--- config.mk ---
export PLATFORM = sky130hd
export DESIGN_NAME = fetch_unit
export DESIGN_NICKNAME = d
export VERILOG_FILES = /design/src/rtl/fetch_unit.sv
export SDC_FILE = /design/constraint.sdc
export NUM_CORES = 1
export LEC_CHECK = 0
export CORE_ASPECT_RATIO = 0.75
export CORE_MARGIN = 2
export CORE_UTILIZATION = 45
export DETAILED_ROUTE_END_ITERATION = 16
export PLACE_DENSITY = 0.76
export SYNTH_ARGS = -nofsm -noshare
export SYNTH_HDL_FRONTEND = slang
export SYNTH_SLANG_ARGS = --single-unit
--- constraint.sdc ---
create_clock -name clk -period 4 [get_ports clk]
set_clock_uncertainty 0.05 [all_clocks]
set_input_delay 0.8 -clock clk [delete_from_list [all_inputs] [get_ports clk]]
set_output_delay 0.8 -clock clk [all_outputs]
set_load 0.05 [all_outputs]
--- src/rtl/fetch_unit.sv ---
// -----------------------------------------------------------------------------
// fetch_unit
//   Instruction fetch stage. Holds the PC, issues word fetches to instruction
//   memory under a credit limit and presents {pc, instruction} pairs to the
//   IF/ID register through a valid/ready handshake. A redirect flushes the
//   response buffer and marks every in-flight request for discard.
//
// Parameters
//   RESET_PC  PC of the first fetch after reset
//   DEPTH     response buffer entries; also the cap on outstanding requests
//
// Ports
//   clk             clock, rising edge
//   reset_n         asynchronous active-low reset
//   imem_req        fetch request valid (registered)
//   imem_addr       fetch byte address, word aligned
//   imem_gnt        request accepted this cycle
//   imem_rvalid     in-order response valid
//   imem_rdata      instruction word of the oldest outstanding request
//   redirect_valid  taken branch / jump redirect
//   redirect_pc     new PC, low two bits ignored
//   fetch_valid     buffer head valid toward IF/ID
//   fetch_ready     IF/ID accepts the head entry
//   fetch_pc        PC of the presented instruction
//   fetch_instr     presented instruction
// -----------------------------------------------------------------------------
module fetch_unit #(
  parameter logic [31:0] RESET_PC = 32'h0000_0000,
  parameter int          DEPTH    = 2
) (
  input  logic        clk,
  input  logic        reset_n,
  output logic        imem_req,
  output logic [31:0] imem_addr,
  input  logic        imem_gnt,
  input  logic        imem_rvalid,
  input  logic [31:0] imem_rdata,
  input  logic        redirect_valid,
  input  logic [31:0] redirect_pc,
  output logic        fetch_valid,
  input  logic        fetch_ready,
  output logic [31:0] fetch_pc,
  output logic [31:0] fetch_instr
);

  localparam int CW = $clog2(DEPTH + 1);
  localparam int PW = (DEPTH > 1) ? $clog2(DEPTH) : 1;

  typedef enum logic {BOOT, FETCH} state_t;

  state_t        state;
  logic [31:0]   pc;
  logic [CW-1:0] outstanding;
  logic [CW-1:0] discard;
  logic [CW-1:0] buf_count;

  // PC tags of outstanding requests, oldest at tag_rd.
  logic [31:0]   tag_q [DEPTH];
  logic [PW-1:0] tag_wr;
  logic [PW-1:0] tag_rd;

  // Response buffer holding {pc, instr} pairs for IF/ID.
  logic [31:0]   buf_pc    [DEPTH];
  logic [31:0]   buf_instr [DEPTH];
  logic [PW-1:0] buf_wr;
  logic [PW-1:0] buf_rd;

  logic          issue;
  logic          push;
  logic          pop;
  logic [CW-1:0] outstanding_next;
  logic [CW-1:0] count_next;
  logic [CW:0]   occupancy_next;
  logic          credit_next;

  function automatic logic [PW-1:0] ptr_inc(input logic [PW-1:0] p);
    return (p == PW'(DEPTH - 1)) ? '0 : p + 1'b1;
  endfunction

  assign imem_addr   = pc;
  assign fetch_valid = (buf_count != '0);
  assign fetch_pc    = buf_pc[buf_rd];
  assign fetch_instr = buf_instr[buf_rd];

  always_comb begin
    issue = imem_req & imem_gnt;
    // A response is kept only when nothing is pending discard and no redirect
    // is flushing this cycle; a redirect drops the word arriving with it.
    push  = imem_rvalid & ~redirect_valid & (discard == '0);
    pop   = fetch_valid & fetch_ready & ~redirect_valid;
    outstanding_next = outstanding + CW'(issue) - CW'(imem_rvalid);
    if (redirect_valid)
      count_next = '0;
    else
      count_next = buf_count + CW'(push) - CW'(pop);
    // The request register is computed from next-cycle occupancy, so it equals
    // the credit condition on the values it will be presented with.
    occupancy_next = {1'b0, outstanding_next} + {1'b0, count_next};
    credit_next    = (occupancy_next < (CW + 1)'(DEPTH));
  end

  always_ff @(posedge clk or negedge reset_n) begin
    if (!reset_n) begin
      state       <= BOOT;
      pc          <= RESET_PC;
      imem_req    <= 1'b0;
      outstanding <= '0;
      discard     <= '0;
      buf_count   <= '0;
      tag_wr      <= '0;
      tag_rd      <= '0;
      buf_wr      <= '0;
      buf_rd      <= '0;
      for (int i = 0; i < DEPTH; i++) begin
        buf_pc[i]    <= '0;
        buf_instr[i] <= '0;
      end
    end else begin
      case (state)
        BOOT: begin
          state    <= FETCH;
          imem_req <= credit_next;
        end
        FETCH: begin
          state    <= FETCH;
          imem_req <= credit_next;
        end
        default: begin
          state    <= BOOT;
          imem_req <= 1'b0;
        end
      endcase

      if (redirect_valid)
        pc <= redirect_pc & 32'hFFFF_FFFC;
      else if (issue)
        pc <= pc + 32'd4;

      outstanding <= outstanding_next;

      // Every in-flight request after a redirect belongs to the old path,
      // including one granted in the redirect cycle itself.
      if (redirect_valid)
        discard <= outstanding_next;
      else if (imem_rvalid && discard != '0)
        discard <= discard - 1'b1;

      if (issue)
        tag_wr <= ptr_inc(tag_wr);
      if (imem_rvalid)
        tag_rd <= ptr_inc(tag_rd);

      buf_count <= count_next;
      if (redirect_valid) begin
        buf_wr <= buf_rd;
      end else begin
        if (push) begin
          buf_pc[buf_wr]    <= tag_q[tag_rd];
          buf_instr[buf_wr] <= imem_rdata;
          buf_wr            <= ptr_inc(buf_wr);
        end
        if (pop)
          buf_rd <= ptr_inc(buf_rd);
      end
    end
  end

  // Tag storage is pure data; its contents are meaningless until written.
  always_ff @(posedge clk) begin
    if (issue)
      tag_q[tag_wr] <= pc;
  end

  a_rvalid_with_outstanding : assert property (
    @(posedge clk) disable iff (!reset_n) imem_rvalid |-> (outstanding != '0));

  a_no_push_when_full : assert property (
    @(posedge clk) disable iff (!reset_n) push |-> (buf_count != CW'(DEPTH)));

endmodule

==> metrics.md <==
| Metric | Value |
|---|---|
| Largest net degree at the start of global routing | `95` |
| Fin crit period | `3.266 ns` |
| Cells after Synth | `751` |
| Initial Util | `45.62%` |
| Status | `completed` |
| Worst-skew pair later-pin latency | `0.52 ns` |
| GRT Util Overall | `17.68%` |
| Synth Register Bits | `225` |
| Total CTS buffers | `24` |
| CTS H-Tree Depth | `1` |
| Clk pin slew, worst setup/hold paths | `0.06 ns` |
| # DRC | `0` |
| Most frequent cells in the layout | `164 x dfrtp_1, 160 x clkdlybuf4s50_1, 126 x mux2_2` |
| Global-route wire length before repair | `32.40 mm` |
| Row count | `46` |
| Final Cycle Share | `81.65%` |
| Crit path DAT | `2.42 ns` |
| Final Instance Area | `0.01232 mm²` |
| CP max FO | `62` |
| Share of layout cells above drive strength 1 | `19.31%` |
| FMAX | `306.2 MHz` |
| DP Wirelength | `12.98 mm` |
| Dominant cell type by area after synthesis | `dfrtp_1` |
| Dpl cell area | `0.01153 mm²` |
| Flop2flop setup slack | `1.36 ns` |
| Die area | `0.02255 mm²` |
| Number of flops mapped to enable cells by yosys | `60` |
| Antenna Nets Post-Route | `0` |
| Reg2reg path depth | `5` |
| Max-slew violation count | `0` |
| VDD IR-drop max | `0.4154 mV` |
| Post-synthesis cell area | `0.009610 mm²` |
| Die Width | `172.7 µm` |
| Drt initial violations | `378` |
| CTS tree | `yes` |
| Nets | `982` |
| Post-CTS Setup Bufs | `0` |
| Vias in the first global route | `6271` |
| Ys Warns | `0` |
| Top-area cell type share of the netlist area | `42.96%` |
| Initial antenna violation count | `0` |
| CTS Hold Bufs | `0` |
| Via count | `6281` |
| Vias per Instance | `5.191` |
| Routability cong. | `0.7959` |
| Final TNS setup | `0 ns` |
| R2r startpoint | `imem_addr[2]$_DFFE_PN0N_` |
| Largest cells by area after synthesis | `dfrtp_1 43%, edfxtp_1 19%, mux2_2 15%` |
| Total clock sinks | `225` |
| Worst-Margin Slew | `1.146 ns` |
| Diode count | `0` |
| Startpoint types | `flip-flop` |
| Area of the core | `0.02107 mm²` |
| Drt wl/cell | `16.52 µm` |
| Synth unique cells | `40` |
| Post-synth ARST share | `73.33%` |
| Final count of hold timing violations | `0` |
| Worst setup EP type | `primary output` |
| Commonest register cell after synthesis | `dfrtp_1` |
| Post-synthesis sequential area ratio | `61.71%` |
| Layout area overhead | `28.15%` |
| DRT Pass-1 Iters | `5` |
| Power per Cell Area | `871.1 mW/mm²` |
| Worst hold path type | `input pin to async pin` |
| LEAKAGE | `0.005004 µW` |
| Overall overflow remaining after global route | `0` |
| Max-cap violations | `0` |
| # resized after CTS | `0` |
| Average cell area after synthesis | `12.80 µm²` |
| Worst R2R End | `imem_addr[24]$_DFFE_PN0N_` |
| Max_slew headroom | `23.57%` |
| DIE HEIGHT | `130.6 µm` |
| Final Setup Violations | `0` |
| IO buf count | `161` |
| CTS root buf | `clkbuf_16` |
| RSZ-0062 raised after global routing | `no` |
| Critical Path RT | `3.15 ns` |
| Clk buf depth | `3` |
| Commonest non-fill, non-tap cell in the layout | `dfrtp_1` |
| IO Pins | `168` |
| Routed WL | `19.99 mm` |
| Crit Path Class | `flip-flop to primary output` |
-- routing by layer --
| layer | track usage [%] | part of all wire, % | up-vias | wire (µm) |
|---|---|---|---|---|
| li1 | - | - | 3017 | - |
| met1 | 25.86 | 49 | 3022 | 9790 |
| met2 | 27.76 | 43 | 219 | 8665 |
| met3 | 3.385 | 5.9 | 23 | 1174 |
| met4 | 3.938 | 1.8 | 0 | 359 |
| met5 | 0 | 0 | - | 0 |
-- worst max path at each step --
stage | from | slack, ns | end | cells past startpoint
6_report | buf_rd$_DFFE_PN0P_ | 0.73 | fetch_pc[12] | 3
5_1_grt | buf_rd$_DFFE_PN0P_ | 0.64 | fetch_pc[12] | 3
4_1_cts | buf_rd$_DFFE_PN0P_ | 0.69 | fetch_pc[12] | 3
3_5_place_dp | imem_rvalid | 0.64 | imem_req$_DFF_PN0_ | 10
3_3_place_gp | imem_rvalid | 0.65 | imem_req$_DFF_PN0_ | 10
2_1_floorplan | redirect_valid | 1.25 | imem_req$_DFF_PN0_ | 10
-- where the power goes --
group / total, µW / internal [µW] / switching [µW]
sequential: 3650 / 3190 / 458
clock: 2170 / 1300 / 867
combinational: 4910 / 1940 / 2970
-- worst max-delay path, stage by stage, from the launching register on --
cell and delay, ns:
dfrtp_2 0.41, buf_12 0.33, mux2_2 0.38, clkdlybuf4s50_1 0.76
-- stage by stage --
stage	total power, µW	cells	hold slack, ns	utilization, %	worst slack, ns
finish	10730	1210	0.2863	58.46	0.7342
global route	11230	1210	0.3757	58.46	0.6404
CTS	10850	1210	0.3349	58.46	0.6889
detailed placement	8622	1167	0.4148	54.72	0.6439
global placement	8524	1167	0.4057	54.72	0.6468
floorplan	7057	754	0.3944	-	1.247
-- area by class of cell --
cell class,instances,area (µm²)
inverters,12,45.04
flip-flops and latches,225,5932
clock buffers,35,671.9
well taps,288,360.3
clock inverters,8,117.6
multi-input cells,469,3448
fillers,1743,8750
repair buffers,173,1740
-- cell families (layout without fill, tap and decap cells) --
kind of cell	after synthesis	in the layout	share of synthesized area, %
simple gates	174	174	8.632
fa+ha+maj	7	7	0.9894
flops	225	225	61.71
other cells	1	4	0.03902
buf+inv	60	228	2.630
mux	157	157	17.99
xor+xnor	22	22	2.005
compound gates	105	105	6.002
-- state kept, by name, summed over array words and instances, names as in the netlist --
| register | count |
|---|---|
| buf_wr | 1 |
| buf_rd | 1 |
| tag_rd | 1 |
| buf_count | 2 |
| outstanding | 2 |
| tag_q | 60 |
| tag_wr | 1 |
| imem_req | 1 |
| buf_pc | 60 |
| discard | 2 |
| buf_instr | 64 |
| imem_addr | 30 |
-- cell usage after synthesis (2+ instances only) --
master / count
a21oi_1: 32
a31oi_1: 11
and3_1: 2
and4_1: 2
buf_1: 4
buf_2: 4
buf_4: 4
clkbuf_1: 35
dfrtp_1: 165
edfxtp_1: 60
ha_1: 6
inv_1: 12
mux2_2: 126
mux2i_1: 31
nand2_1: 67
nand3_1: 11
nand3b_1: 2
nand4_1: 11
nor2_1: 46
nor3_1: 4
nor4_1: 6
o211ai_1: 3
o21ai_0: 48
o31ai_1: 8
or2_2: 3
or3_1: 2
or4_1: 13
xnor2_1: 15
xor2_1: 7
Note: power is estimated with default switching activity, not from simulation.
